==> config.mk <==
export PLATFORM = sky130hd
export DESIGN_NAME = fetch_unit
export DESIGN_NICKNAME = d
export VERILOG_FILES = /design/src/rtl/fetch_unit.sv
export SDC_FILE = /design/constraint.sdc
export NUM_CORES = 1
export LEC_CHECK = 0
export ABC_AREA = 1
export BUFFER_PORTS_ARGS = -buffer_cell sky130_fd_sc_hd__buf_2
export CORE_MARGIN = 5
export CORE_UTILIZATION = 54
export CTS_CLUSTER_DIAMETER = 150
export DETAILED_ROUTE_END_ITERATION = 8
export PLACE_DENSITY_LB_ADDON = 0.3
export SLEW_MARGIN = 20
export SYNTH_ARGS = -nofsm -noshare
export SYNTH_HDL_FRONTEND = slang
export SYNTH_SLANG_ARGS = --single-unit
export TNS_END_PERCENT = 30
==> constraint.sdc <==
create_clock -name clk -period 5.6 [get_ports clk]
set_input_delay 0.56 -clock clk [delete_from_list [all_inputs] [get_ports clk]]
set_output_delay 0.56 -clock clk [all_outputs]
set_load 0.05 [all_outputs]
==> src/rtl/fetch_unit.sv <==
//======================================================================
// Module  : fetch_unit
// Brief   : RV32I instruction fetch stage. Owns the PC, issues single
//           outstanding word reads over a valid/ready channel, buffers
//           returned words in a small FIFO and applies redirects.
// Revision: 1.0 - initial release
//======================================================================
`default_nettype none

module fetch_unit #(
  parameter logic [31:0] RESET_PC   = 32'h0000_0000,
  parameter int          FIFO_DEPTH = 2
) (
  input  logic        clk,
  input  logic        rst_n,
  output logic        imem_req_valid,
  input  logic        imem_req_ready,
  output logic [31:0] imem_req_addr,
  input  logic        imem_rsp_valid,
  input  logic [31:0] imem_rsp_data,
  input  logic        redirect,
  input  logic [31:0] redirect_pc,
  output logic        instr_valid,
  input  logic        instr_ready,
  output logic [31:0] instr,
  output logic [31:0] instr_pc,
  output logic [31:0] instr_pc4,
  output logic [6:0]  op,
  output logic [2:0]  funct3,
  output logic        funct7b5,
  output logic        misalign
);

  localparam int PTR_W = $clog2(FIFO_DEPTH);
  localparam int CNT_W = PTR_W + 1;
  localparam logic [CNT_W-1:0] DEPTH_C = CNT_W'(FIFO_DEPTH);

  localparam logic [1:0] S_IDLE = 2'd0;  // nothing outstanding
  localparam logic [1:0] S_WAIT = 2'd1;  // outstanding, response kept
  localparam logic [1:0] S_DROP = 2'd2;  // outstanding, response discarded

  logic [1:0]       state_q, state_d;
  logic [31:0]      fetch_pc_q, fetch_pc_d;
  logic [31:0]      req_pc_q, req_pc_d;
  logic [PTR_W-1:0] wr_ptr_q, wr_ptr_d, rd_ptr_q, rd_ptr_d;
  logic [CNT_W-1:0] count_q, count_d;
  logic             misalign_q, misalign_d;
  // Holds requests off for the first cycle after reset release so that
  // every output is low while reset is asserted.
  logic             run_q;
  logic [31:0]      pc_mem_q   [FIFO_DEPTH];
  logic [31:0]      data_mem_q [FIFO_DEPTH];

  logic outstanding, req_fire, rsp_take, push, pop;

  // Request side outputs and handshake qualifiers, all from registers.
  always_comb begin
    outstanding    = (state_q != S_IDLE);
    imem_req_valid = run_q && !outstanding && (count_q < DEPTH_C);
    imem_req_addr  = fetch_pc_q;
    req_fire       = imem_req_valid && imem_req_ready;
    rsp_take       = imem_rsp_valid && outstanding;
    push           = rsp_take && (state_q == S_WAIT) && !redirect;
    pop            = instr_valid && instr_ready && !redirect;
  end

  // State register and all control/pointer registers.
  always_ff @(posedge clk or negedge rst_n) begin
    if (!rst_n) begin
      state_q    <= S_IDLE;
      fetch_pc_q <= RESET_PC;
      req_pc_q   <= RESET_PC;
      wr_ptr_q   <= '0;
      rd_ptr_q   <= '0;
      count_q    <= '0;
      misalign_q <= 1'b0;
      run_q      <= 1'b0;
    end else begin
      state_q    <= state_d;
      fetch_pc_q <= fetch_pc_d;
      req_pc_q   <= req_pc_d;
      wr_ptr_q   <= wr_ptr_d;
      rd_ptr_q   <= rd_ptr_d;
      count_q    <= count_d;
      misalign_q <= misalign_d;
      run_q      <= 1'b1;
    end
  end

  // Next-state: a redirect turns any live request into a dropped one.
  always_comb begin
    state_d = state_q;
    case (state_q)
      S_IDLE:  if (req_fire) state_d = redirect ? S_DROP : S_WAIT;
      S_WAIT: begin
        if (rsp_take)      state_d = S_IDLE;
        else if (redirect) state_d = S_DROP;
      end
      S_DROP:  if (rsp_take) state_d = S_IDLE;
      default: state_d = S_IDLE;
    endcase
  end

  // PC and FIFO bookkeeping; redirect flushes and overrides everything.
  always_comb begin
    fetch_pc_d = fetch_pc_q;
    req_pc_d   = req_pc_q;
    wr_ptr_d   = wr_ptr_q;
    rd_ptr_d   = rd_ptr_q;
    count_d    = count_q;
    misalign_d = redirect && (redirect_pc[1:0] != 2'b00);
    if (req_fire) begin
      req_pc_d   = fetch_pc_q;
      fetch_pc_d = fetch_pc_q + 32'd4;
    end
    if (redirect) begin
      fetch_pc_d = {redirect_pc[31:2], 2'b00};
      wr_ptr_d   = '0;
      rd_ptr_d   = '0;
      count_d    = '0;
    end else begin
      wr_ptr_d = wr_ptr_q + PTR_W'(push);
      rd_ptr_d = rd_ptr_q + PTR_W'(pop);
      count_d  = count_q + CNT_W'(push) - CNT_W'(pop);
    end
  end

  // FIFO storage; contents are only observable through a valid head.
  always_ff @(posedge clk) begin
    if (push) begin
      pc_mem_q[wr_ptr_q]   <= req_pc_q;
      data_mem_q[wr_ptr_q] <= imem_rsp_data;
    end
  end

  // Head outputs, forced to zero while the buffer is empty.
  always_comb begin
    instr_valid = (count_q != '0);
    instr       = instr_valid ? data_mem_q[rd_ptr_q] : 32'd0;
    instr_pc    = instr_valid ? pc_mem_q[rd_ptr_q] : 32'd0;
    instr_pc4   = instr_valid ? (pc_mem_q[rd_ptr_q] + 32'd4) : 32'd0;
    op          = instr[6:0];
    funct3      = instr[14:12];
    funct7b5    = instr[30];
    misalign    = misalign_q;
  end

endmodule

`default_nettype wire

Word level (Yosys, flattened, before mapping)
Memories as Yosys holds them, arrays and structs flattened.
Cells that the tools add are included.
{"block": "classes", "muxes": 16, "eq_ne": 5, "n_reduce_logical": 17, "n_lt_le_gt_ge": 1, "n_addsub": 6}
{"cell": "32-bit 2-to-1 mux", "n": 5}
{"cell": "32-bit by 3-bit adder with 32-bit output (second input constant)", "n": 2}
{"cell": "2-bit 2-to-1 mux", "n": 6}
{"cell": "1-bit logical AND", "n": 9}
{"cell": "2-bit nonzero test", "n": 4}
{"cell": "2-bit one-hot mux with 3 select lines", "n": 1}
{"cell": "1-bit 2-to-1 mux", "n": 4}
{"cell": "2-bit inequality test (second input constant)", "n": 2}
{"cell": "3-bit inequality test (second input constant)", "n": 1}
{"cell": "3-bit AND reduction", "n": 1}
{"cell": "1-bit adder", "n": 2}
{"cell": "2-bit by 1-bit adder with 2-bit output", "n": 1}
{"cell": "2-bit by 1-bit == test with 1-bit output (second input constant)", "n": 1}
{"cell": "2-bit == test (second input constant)", "n": 1}
{"cell": "1-bit zero test", "n": 2}
{"cell": "2-bit zero test", "n": 1}
{"cell": "2-bit less-than comparator (second input constant)", "n": 1}
{"cell": "2-bit by 1-bit subtractor with 2-bit output", "n": 1}
{"block": "word_totals", "memories": 2, "reg_bits": 72, "mem_bits_rw": 128, "wordCells": 55}
{"memory": "data_mem_q", "words": 2, "width": 32, "read_ports": 1, "rd_clocked_by_memory_dff": 0, "wr": 1, "line_no": "52", "rtl": "logic [31:0] data_mem_q [FIFO_DEPTH];"}
{"memory": "pc_mem_q", "words": 2, "width": 32, "read_ports": 1, "rd_clocked_by_memory_dff": 0, "wr": 1, "line_no": "51", "rtl": "logic [31:0] pc_mem_q [FIFO_DEPTH];"}

Logic depth before layout (Yosys ltp)
Gate-level depths: netlist (run 1).
{"block": "depth", "depth_word": 7, "ltp_mapped": 14, "depth_no_buf": 13}

Worst setup path before layout (run 1)
No wires, ideal clock.
{"block": "synth_timing", "path_type": "input -> register", "start": "input redirect", "end": "memory data_mem_q[1][0] (enable)", "setup_time_ns": 0.427, "arrival_time_ns": 2.633, "t_required_ns": 5.173, "stages": 5, "setup_slack_ns": 2.540, "n_path_buf": 1, "path_cell_list": "clkbuf_1 > inv_1 > nand3_1 > inv_1 > ha_1"}
{"block": "synth_via", "elab_chain_len": 4}
{"element": "start: declaration", "line_no": "21", "rtl": "input logic redirect,"}
{"element": "1-bit zero test", "line_no": "63", "rtl": "push = rsp_take && (state_q == S_WAIT) && !redirect;"}
{"element": "1-bit logical AND", "line_no": "63"}
{"element": "1-bit 2-to-1 mux", "line_no": "130", "rtl": "if (push) begin"}
{"element": "1-bit 2-to-1 mux (implied by the code)", "line_no": "132", "rtl": "data_mem_q[wr_ptr_q] <= imem_rsp_data;"}
{"element": "end: declaration", "line_no": "52"}
No other way between the ends.

Worst setup path after layout (run 1)
{"block": "layout_timing", "start": "register rd_ptr_q", "end": "output instr_pc4[22]"}
{"block": "layout_via", "elab_chain_len": 3}
{"element": "start: declaration", "line_no": "45", "rtl": "logic [PTR_W-1:0] wr_ptr_q, wr_ptr_d, rd_ptr_q, rd_ptr_d;"}
{"element": "start signal: assignment", "line_no": "83", "rtl": "rd_ptr_q <= rd_ptr_d;"}
{"element": "memory 2 x 32 bit"}
{"element": "32-bit by 3-bit adder with 32-bit output", "line_no": "141", "rtl": "instr_pc4 = instr_valid ? (pc_mem_q[rd_ptr_q] + 32'd4) : 32'd0;"}
{"element": "32-bit 2-to-1 mux", "line_no": "141"}
{"element": "end: declaration", "line_no": "27", "rtl": "output logic [31:0] instr_pc4,"}
No other way between the ends.

==> summary.txt, run 1 <==
Logic synthesis
  • Synthesized area per cell: 8.672 sq um
  • Async SR Flop Fraction: 0.3542
  • YS warnings: 0
  • Mapped Cells: 1096
  • Seq cells post-synth: 192
  • Number of enable flip-flop cells after synthesis: 124
  • Synth top cells by count: nand2_1, edfxtp_1, inv_1
  • Synth top area cells: edfxtp_1, dfrtp_1, nand2_1
  • Most frequent cell after synthesis: nand2_1
  • Post-synthesis cell type count: 32
  • Most used DFF post-synth: edfxtp_1
  • Share of the synthesized area in the top cell type: 0.3918
  • Synth area leader: edfxtp_1
  • Seq/Total Area, Yosys: 0.5708
  • Synthesized area: 9504 sq um

Placed design
  • I/O Buffers: 205
  • Placed cell count: 1480
  • Post-place setup slack: 2.041 ns
  • Post-DP Area: 10560 sq um
  • Hpwl dp: 16600 um
  • GP Congestion: 0.9894

Route
  • Post-route DRC: 0
  • Routed WL: 22860 um
  • Vias per cell: 5.193
  • Wire per inst: 15.12 um
  • Antenna Nets Post-Route: 0
  • Vias: 7852
  • Drt first pass iters: 5
  • Initial DRC count: 559

Worst setup path
  • Critical setup path kind: reg2out
  • Worst EP arrival: 3.45 ns
  • CP Max Fanout: 48
  • Crit path capture type: output port
  • Crit path launch type: flip-flop
  • WP data required: 5.04 ns

Timing
  • Final Hold Viols: 0
  • RSZ-0062 raised after global routing: false
  • Share of the clock period used by the worst path: 0.7157
  • Maximum clock rate: 249.5 MHz
  • Worst slew pin tran: 0.9678 ns
  • Slew Viols, Final: 0
  • Post-layout min period: 4.008 ns
  • # setup viols final: 0
  • Slew Limit Headroom: 0.3525
  • Hold_ws: 0.3230 ns
  • Fin worst setup slack: 1.592 ns
  • Clock skew: 0.007778 ns
  • Final setup TNS: 0 ns

Clocking
  • CTS buffer count: 17
  • CTS Hold Buffers Added: 0
  • # H-tree levels: 4
  • Clock Sinks: 192
  • Clk_lat worst skew: 0.42 ns
  • PostCTS Resize Cnt: 0
  • Clk pin slew, worst setup/hold paths: 0.07 ns
  • Root Driver: clkbuf_16
  • Post-CTS Setup Inserts: 0
  • Worst-case clock buffer depth: 2
  • CTS tree: yes

Die
  • Die Y: 142.7 um
  • Die area: 20350 sq um
  • Initial Utilization: 0.5495
  • Core area: 17300 sq um
  • DIE WIDTH: 142.7 um
  • Num rows: 48
  • # IOs: 212

Global route
  • GR Util met3: 0.04823
  • Initial antenna violation count: 0
  • Total Routing Usage GR: 0.2272
  • First-pass GRT wire length: 36970 um
  • Total gr overflow: 0
  • Largest net degree at the start of global routing: 77
  • Number of global-route vias before repair: 7507
  • Met2 usage: 0.3516
  • Top Usage Layer GRT: met2
  • Global Route met1 Usage: 0.3285

Pwr
  • Pwr Density: 384.5 nW/um^2
  • Max rail drop VDD: 0.2727 mV
  • Total power draw: 4.294 mW
  • Pleak: 5.244 nW

Flow run
  • Max-Cap Viols: 0

Cells and area
  • Layout Utilization: 0.6456
  • Layout Nets: 1350
  • Share of layout cells above drive strength 1: 0.2059
  • Final instance area: 11170 sq um
  • N_diodes: 0
  • Non-filler cells, final: 1512
  • P&R area growth vs syn: 17.50%

Run status
  • Status: finished, final reports clean

Min path
  • Hold Path Class: in2async
final timing paths:
check / startpoint / end / slack (ns) / depth (start not counted)
max in group asynchronous: rst_n / rd_ptr_q$_DFF_PN0_ / 4.62 / 2
worst min-delay path: rst_n / imem_req_addr[27]$_DFFE_PN0P_ / 0.32 / 2
worst max-delay path: rd_ptr_q$_DFF_PN0_ / instr_pc4[22] / 1.59 / 9
worst max register to register: count_q[1]$_DFF_PN0_ / count_q[1]$_DFF_PN0_ / 2.64 / 10
min in group clk: imem_rsp_data[19] / data_mem_q[1][19]$_DFFE_PP_ / 0.32 / 1
worst min register to register: req_pc_q[12]$_DFFE_PN0P_ / pc_mem_q[0][12]$_DFFE_PP_ / 0.47 / 0
logic make-up after synthesis:
logic type / Yosys count / share of synthesized area
simple gates: 573 / 0.2453
flops: 192 / 0.5708
buf+inv: 173 / 0.08083
compound gates: 128 / 0.07412
xor+xnor: 22 / 0.02027
fa+ha+maj: 6 / 0.007899
other cells: 2 / 0.0007902
state kept, by name, indices dropped and copies added (netlist names):
name and count:
run_q 1, req_pc_q 30, pc_mem_q 60, rd_ptr_q 1
misalign 1, wr_ptr_q 1, data_mem_q 64, count_q 2
state_q 2, imem_req_addr 30
layout make-up:
type / count / area, sq um
Clock buffer: 17 / 425.4
Clock inverter: 15 / 182.7
Fill cell: 1429 / 6130
Inverter: 116 / 435.4
Multi-Input combinational cell: 736 / 3344
Sequential cell: 192 / 5426
Tap cell: 225 / 281.5
Timing Repair Buffer: 211 / 1071
per-layer routing:
metal | part of all wire | up-vias
met5 | 0 | -
met4 | 0.019 | 0
met3 | 0.079 | 33
met2 | 0.45 | 320
met1 | 0.45 | 3620
li1 | - | 3879
cells in the final DEF, fill, tap and decap left out, types with 3 or more instances in the layout:
cell / Yosys / layout
bufinv_16: 0 / 3
ha_1: 6 / 4
clkbuf_16: 0 / 17
o21bai_1: 6 / 6
inv_6: 0 / 4
nand3_1: 63 / 63
a21oi_1: 47 / 47
o21ai_0: 52 / 52
xor2_1: 21 / 21
dfrtp_1: 68 / 67
edfxtp_1: 124 / 124
nor3_1: 12 / 12
nand2_2: 2 / 3
o211ai_1: 13 / 13
nand2_1: 370 / 369
o21ai_1: 5 / 5
o221ai_1: 3 / 3
buf_4: 21 / 6
clkinv_4: 0 / 3
nor2_2: 9 / 9
inv_1: 115 / 115
buf_2: 8 / 205
clkinvlp_4: 0 / 3
nor2_1: 102 / 101
nand4_1: 8 / 8
conb_1: 2 / 7
nor2_4: 4 / 5
power by group:
group / switching, mW / leakage (nW) / internal [mW]
Sequential: 0.161 / 1.97 / 1.74
Combinational: 0.897 / 2.99 / 0.265
Clock: 0.524 / 0.288 / 0.708
worst max-delay path, stage by stage (launching register included):
cell and delay, ns:
dfrtp_2 0.90, inv_2 0.51, nand2_1 0.16, nand2_1 0.12
nor2_1 0.22, nand2_1 0.12, nor2_2 0.41, nand2_1 0.13
o21ai_1 0.15, buf_2 0.28
No activity file was read; power rests on OpenSTA's default activity.
==> run 2: changes to the inputs <==
- CORE_UTILIZATION: 54 -> 49
- clock period: 5.6 -> 3.49 ns (I/O delays scaled with it)
==> run 2 against run 1 <==
  * Design area grew 0.76%
  * Wire length grew 1.2%
  * Via count shrank 0.97%
  * Clock power grew 50%
  * Combinational power grew 62%
  * Sequential power grew 59%
  * Critical path depth grew 1
  * Sequential share of layout area shrank 0.37 points
  * Flip-flop and latch count is the same
  * Power grew 58%
  * Global-route usage shrank 1.6 points
  * Critical path type unchanged
  * Critical endpoint unchanged
  * Highest routed layer unchanged
==> summary.txt, run 2 (same netlist as run 1, synthesis figures left out) <==
Route
  • Antenna Nets Post-Route: 0 (unchanged)
  • Routed WL: 23150 um (was 22860 um)
  • Wire per inst: 14.84 um (was 15.12 um)
  • Post-route DRC: 0 (unchanged)
  • Vias: 7776 (was 7852)
  • Vias per cell: 4.985 (was 5.193)
  • Drt first pass iters: 5 (unchanged)
  • Initial DRC count: 459 (was 559)

Worst setup path
  • Crit path top cell by count: nand2_1 (unchanged)
  • WP data required: 3.14 ns (was 5.04 ns)
  • CP top delay family: simple AND/OR/NAND/NOR gates (unchanged)
  • Worst-path cell chain: o21ai_1 > inv_1 > ha_1 > nand2_1 > nor2_1 > nand2_1 > nor2_2 > nand2_1 > o21ai_1 > buf_2 (was inv_2 > nand2_1 > nand2_1 > nor2_1 > nand2_1 > nor2_2 > nand2_1 > o21ai_1 > buf_2)
  • Buf/Inv on CP: 2 (unchanged)
  • R2r endpoint: imem_req_addr[9]$_DFFE_PN0P_ (was count_q[1]$_DFF_PN0_)
  • Critical setup path kind: reg2out (unchanged)
  • CP Max Fanout: 19 (was 48)
  • Reg-to-reg slack, setup: 1.29 ns (was 2.64 ns)
  • CP max-delay cell: dfrtp_2 (unchanged)
  • Crit path launch type: flip-flop (unchanged)
  • Crit path capture type: output port (unchanged)
  • R2R Path Start: state_q[0]$_DFFE_PN0P_ (was count_q[1]$_DFF_PN0_)
  • WP depth: 10 (was 9)
  • Worst EP arrival: 2.83 ns (was 3.45 ns)
  • Reg2Reg Depth: 8 (was 10)
  • Crit path largest cell delay: 0.57 ns (was 0.90 ns)

Cells and area
  • Top Registers: data_mem_q (64), pc_mem_q (60) (unchanged)
  • # fillers: 1738 (was 1429)
  • Largest Register: data_mem_q (unchanged)
  • Max reg flops: 64 (unchanged)
  • P&R area growth vs syn: 18.39% (was 17.50%)
  • Most common cell after layout, fill and taps aside: nand2_1 (unchanged)
  • N_diodes: 0 (unchanged)
  • Layout Nets: 1358 (was 1350)
  • Commonest non-fill, non-tap cells in the layout: nand2_1, buf_2, edfxtp_1, inv_1, nor2_1 (unchanged)
  • Share of layout cells above drive strength 1: 0.2100 (was 0.2059)

Timing
  • Slew Limit Headroom: 0.4605 (was 0.3525)
  • RSZ-0062 raised after global routing: false (unchanged)
  • Maximum clock rate: 314.6 MHz
  • Hold_ws: 0.1064 ns (was 0.3230 ns)
  • Final Hold Viols: 0 (unchanged)
  • Post-layout min period: 3.179 ns
  • Slew Viols, Final: 0 (unchanged)
  • Share of the clock period used by the worst path: 0.9109
  • Clock skew: 0.008408 ns (was 0.007778 ns)
  • # setup viols final: 0 (unchanged)
  • Worst slew pin tran: 0.8093 ns (was 0.9678 ns)
  • Final setup TNS: 0 ns (unchanged)

Run status
  • Status: finished, final reports clean (unchanged)

Clocking
  • Worst-case clock buffer depth: 2 (unchanged)
  • Clk pin slew, worst setup/hold paths: 0.08 ns (was 0.07 ns)
  • Clock Sinks: 192 (unchanged)
  • CTS buffer count: 17 (unchanged)
  • Root Driver: clkbuf_16 (unchanged)
  • Clk_lat worst skew: 0.42 ns (about the same)
  • # H-tree levels: 4 (unchanged)
  • Post-CTS Setup Inserts: 0 (unchanged)
  • CTS tree: yes (unchanged)

Pwr
  • Total power draw: 6.766 mW (was 4.294 mW)
  • Max rail drop VDD: 0.4922 mV (was 0.2727 mV)
  • Pleak: 5.279 nW (was 5.244 nW)
  • Pwr Density: 601.3 nW/um^2 (was 384.5 nW/um^2)

Flow run
  • Max-Cap Viols: 0 (unchanged)

Die
  • Initial Utilization: 0.4932 (was 0.5495)
  • # IOs: 212 (unchanged)
  • Die area: 22280 sq um (was 20350 sq um)
  • Core area: 19270 sq um (was 17300 sq um)
  • Die Y: 149.3 um (was 142.7 um)
  • DIE WIDTH: 149.3 um (was 142.7 um)
  • Num rows: 51 (was 48)

Min path
  • Hold_sp: imem_rsp_data[15]
  • WHS Path Cells: 1
  • Hold Path Class: in2reg (was in2async)
  • Worst hold path endpoint: data_mem_q[1][15]$_DFFE_PP_

Placed design
  • GP Congestion: 0.8775 (was 0.9894)
  • I/O Buffers: 205 (unchanged)
  • Hpwl dp: 17320 um (was 16600 um)

Global route
  • Largest net degree at the start of global routing: 76 (was 77)
  • Initial antenna violation count: 0 (unchanged)
  • First-pass GRT wire length: 37630 um (was 36970 um)
  • Total gr overflow: 0 (unchanged)
  • Number of global-route vias before repair: 7247 (was 7507)
  • Total Routing Usage GR: 0.2115 (was 0.2272)
## run 2: cell count changes in the layout (fill, tap and decap cells not counted), sizes merged
cell / before / now
dlygate4sd3: 0 / 1
inv: 120 / 125
buf: 211 / 218
clkinv: 5 / 6
bufinv: 3 / 0
clkinvlp: 3 / 0
## run 2: per-stage QoR
step	setup WS, ns	cells	instance area (sq um)	utilization
after detailed placement	0.6916	1527	10670	0.5539
after global placement	0.7373	1527	10670	0.5539
final	0.3110	1560	11250	0.5839
after global routing	0.01392	1560	11250	0.5839
after floorplan	0.6410	1101	9523	-
after CTS	0.2173	1560	11250	0.5838
## run 2: final cells by class
type	instances	area, sq um	area share
Clock buffer	17	425.4	0.03781
Inverter	116	437.9	0.03892
Timing Repair Buffer	219	1146	0.1019
Tap cell	265	331.6	0.02947
Multi-Input combinational cell	736	3344	0.2972
Sequential cell	192	5426	0.4823
Clock inverter	15	140.1	0.01245
## run 2: repair_timing
action	CTS	global route
hold buffers	1	0
endpoints found under the hold margin	23	0
gates resized for setup	0	2
setup endpoints to repair	0	10
## run 2: layer usage
layer	up-vias	track usage	routed length, um	share of wire
li1	3886	-	-	-
met1	3573	0.3125	10740	0.46
met2	290	0.3281	10430	0.45
met3	27	0.03950	1685	0.073
met4	0	0.04668	294	0.013
met5	-	0	0	0
## run 2: worst max path at each step
stage	startpoint	end	slack (ns)
floorplan	redirect	data_mem_q[1][0]$_DFFE_PP_	0.64
global placement	rd_ptr_q$_DFF_PN0_	instr_pc4[21]	0.74
detailed placement	rd_ptr_q$_DFF_PN0_	instr_pc4[14]	0.69
CTS	rd_ptr_q$_DFF_PN0_	instr_pc4[14]	0.22
global route	rd_ptr_q$_DFF_PN0_	instr_pc4[30]	0.01
finish	rd_ptr_q$_DFF_PN0_	instr_pc4[22]	0.31
## run 2: where the power goes
group | internal (mW) | switching, mW
registers | 2.79 | 0.245
logic | 0.438 | 1.45
clock network | 0.949 | 0.900
## run 2: worst reg2reg max path: stages (launching register included)
cell and delay (ns):
dfrtp_1 0.36, inv_1 0.13, nand3_1 0.09, nor2_1 0.17
nand2_2 0.06, buf_4 0.29, nor2_4 0.42, inv_1 0.35
o211ai_1 0.26
==> run 3: changes to the inputs <==
- PLACE_DENSITY: unset -> 0.76
- PLACE_DENSITY_LB_ADDON: 0.3 -> unset
==> run 3 against run 2 <==
  * Clock-buffer cell count unchanged
  * Final cell count is the same
  * Largest cell class unchanged
  * Setup slack worse by 0.057 ns
  * Wire length grew 3.3%
  * Global-route usage up 0.25 points
  * Critical endpoint is now instr_pc4[20]
  * Flip-flop and latch count stayed put
==> summary.txt, run 3 (same netlist as run 1, synthesis figures left out) <==
Timing
  • # setup viols final: 0 (unchanged)
  • Maximum clock rate: 309.1 MHz (was 314.6 MHz)
  • Hold_ws: 0.1047 ns (was 0.1064 ns)
  • Final Hold Viols: 0 (unchanged)
  • Fin worst setup slack: 0.2544 ns (was 0.3110 ns)
  • Slew Viols, Final: 0 (unchanged)
  • RSZ-0062 raised after global routing: false (unchanged)
  • Post-layout min period: 3.236 ns (was 3.179 ns)
  • Slew Limit Headroom: 0.5285 (was 0.4605)
  • Worst slew pin tran: 0.7073 ns (was 0.8093 ns)
  • Share of the clock period used by the worst path: 0.9271 (was 0.9109)
  • Clock skew: 0.01207 ns (was 0.008408 ns)
  • Final setup TNS: 0 ns (unchanged)

Pwr
  • Net Sw Frac: 0.3834 (was 0.3829)
  • Net Switching: 2.600 mW (was 2.590 mW)
  • Pwr Density: 601.3 nW/um^2 (about the same)
  • Combinational share of power: 0.281 (was 0.278)
  • Pleak: 5.280 nW (was 5.279 nW)
  • Clock share of power: 0.272 (was 0.273)
  • Max rail drop VDD: 0.3481 mV (was 0.4922 mV)
  • Flop pwr share: 0.447 (was 0.448)
  • Power Internal: 4.183 mW (was 4.176 mW)

Route
  • Post-route DRC: 0 (unchanged)
  • Routed WL: 23910 um (was 23150 um)
  • Antenna Nets Post-Route: 0 (unchanged)
  • Vias per cell: 5.055 (was 4.985)
  • Drt first pass iters: 5 (unchanged)
  • Wire per inst: 15.33 um (was 14.84 um)
  • Vias: 7886 (was 7776)
  • Initial DRC count: 528 (was 459)

Global route
  • Top Usage Layer GRT: met2 (unchanged)
  • GR Util met3: 0.04284 (was 0.03950)
  • Largest net degree at the start of global routing: 63 (was 76)
  • First-pass GRT wire length: 37980 um (was 37630 um)
  • Met2 usage: 0.3277 (was 0.3281)
  • Initial antenna violation count: 0 (unchanged)
  • Total Routing Usage GR: 0.2140 (was 0.2115)
  • Global Route met1 Usage: 0.3105 (was 0.3125)
  • Total gr overflow: 0 (unchanged)
  • Number of global-route vias before repair: 7497 (was 7247)

Min path
  • Worst hold path endpoint: data_mem_q[1][17]$_DFFE_PP_ (was data_mem_q[1][15]$_DFFE_PP_)
  • Hold_sp: imem_rsp_data[17] (was imem_rsp_data[15])
  • Hold Path Class: in2reg (unchanged)
  • WHS Path Cells: 1 (unchanged)

Die
  • # IOs: 212 (unchanged)
  • Die Y: 149.3 um (unchanged)
  • DIE WIDTH: 149.3 um (unchanged)
  • Num rows: 51 (unchanged)
  • Initial Utilization: 0.4932 (unchanged)
  • Core area: 19270 sq um (unchanged)
  • Die area: 22280 sq um (unchanged)

Clocking
  • Root Driver: clkbuf_16 (unchanged)
  • Worst-case clock buffer depth: 2 (unchanged)
  • Clk_lat worst skew: 0.43 ns (was 0.42 ns)
  • Clock Sinks: 192 (unchanged)
  • # H-tree levels: 4 (unchanged)
  • CTS buffer count: 17 (unchanged)
  • CTS tree: yes (unchanged)
  • Post-CTS Setup Inserts: 0 (unchanged)
  • Clk pin slew, worst setup/hold paths: 0.07 ns (was 0.08 ns)

Cells and area
  • Layout Nets: 1358 (unchanged)
  • Largest Register: data_mem_q (unchanged)
  • Share of layout cells above drive strength 1: 0.2108 (was 0.2100)
  • Non-filler cells, final: 1560 (unchanged)
  • P&R area growth vs syn: 18.69% (was 18.39%)
  • N_diodes: 0 (unchanged)
  • Commonest non-fill, non-tap cells in the layout: nand2_1, buf_2, edfxtp_1, inv_1, nor2_1 (unchanged)
  • Max reg flops: 64 (unchanged)
  • Top Registers: data_mem_q (64), pc_mem_q (60) (unchanged)
  • Most common cell after layout, fill and taps aside: nand2_1 (unchanged)

Worst setup path
  • WP data required: 3.14 ns (about the same)
  • Crit path launch type: flip-flop (unchanged)
  • Reg2Reg Depth: 8 (unchanged)
  • Worst EP arrival: 2.89 ns (was 2.83 ns)
  • R2r endpoint: imem_req_addr[6]$_DFFE_PN0P_ (was imem_req_addr[9]$_DFFE_PN0P_)
  • CP Max Fanout: 43 (was 19)
  • Critical setup path kind: reg2out (unchanged)
  • Reg-to-reg slack, setup: 1.32 ns (was 1.29 ns)
  • Crit path capture type: output port (unchanged)
  • R2R Path Start: state_q[1]$_DFFE_PN0P_ (was state_q[0]$_DFFE_PN0P_)

Flow run
  • Max-Cap Viols: 0 (unchanged)

Placed design
  • Hpwl dp: 17870 um (was 17320 um)
  • I/O Buffers: 205 (unchanged)
  • Placed cell count: 1527 (unchanged)
  • Post-place setup slack: 0.6501 ns (was 0.6916 ns)
  • GP Congestion: 0.8892 (was 0.8775)

Run status
  • Status: finished, final reports clean (unchanged)
## run 3: cell types whose count changed in the layout (fill, tap and decap cells not counted), sizes merged
cell | before | now
inv | 125 | 126
clkinvlp | 0 | 2
clkinv | 6 | 3
## run 3: how the worst max path moves through the flow
| stage | from | slack [ns] | to | cells after the start |
|---|---|---|---|---|
| final | rd_ptr_q$_DFF_PN0_ | 0.25 | instr_pc4[20] | 10 |
| after global routing | rd_ptr_q$_DFF_PN0_ | 0.05 | instr_pc4[22] | 10 |
| after global placement | rd_ptr_q$_DFF_PN0_ | 0.74 | instr_pc4[29] | 13 |
| after CTS | rd_ptr_q$_DFF_PN0_ | 0.17 | instr_pc4[22] | 10 |
| after detailed placement | rd_ptr_q$_DFF_PN0_ | 0.65 | instr_pc4[22] | 10 |
| after floorplan | redirect | 0.64 | data_mem_q[1][0]$_DFFE_PP_ | 5 |
## run 3: timing repair
item,CTS,global route
hold endpoints to repair,30,0
hold buffers,1,0
gates resized for setup,0,3
setup endpoints to repair,0,6
## run 3: power groups by stage
stage / logic, mW / clock network (mW) / registers [mW]
final: 1.91 / 1.84 / 3.03
after global routing: 2.08 / 1.97 / 3.07
after CTS: 1.92 / 1.87 / 3.03
after detailed placement: 1.91 / 0 / 3.07
after global placement: 1.88 / 0 / 3.05
after floorplan: 1.26 / 0 / 3.20
## run 3: worst max-delay path, cell delays in order (launching register included)
cell and delay (ns):
dfrtp_2 0.46, buf_4 0.42, nand2_1 0.09, nand2_1 0.13, nand2_1 0.12, nor2_1 0.21
nand3_1 0.20, nor2_2 0.27, nor2_1 0.07, a21oi_1 0.19, buf_2 0.30
## run 3: area by class of cell
class	count	area, sq um
Clock buffer	17	425.4
Clock inverter	15	138.9
Fill cell	1650	7990
Inverter	116	437.9
Multi-Input combinational cell	736	3349
Sequential cell	192	5426
Tap cell	265	331.6
Timing Repair Buffer	219	1171
## run 3: through the flow
step | util | power [mW] | cell area (sq um)
after global routing | 0.5854 | 7.114 | 11280
after global placement | 0.5552 | 4.934 | 10700
after CTS | 0.5850 | 6.812 | 11270
after detailed placement | 0.5552 | 4.982 | 10700
after floorplan | - | 4.453 | 9523
final | 0.5854 | 6.783 | 11280
## run 3: per-layer routing
metal,vias to the layer above,part of all wire
met4,0,0.020
met3,35,0.085
li1,3898,-
met2,343,0.45
met5,-,0
met1,3610,0.45
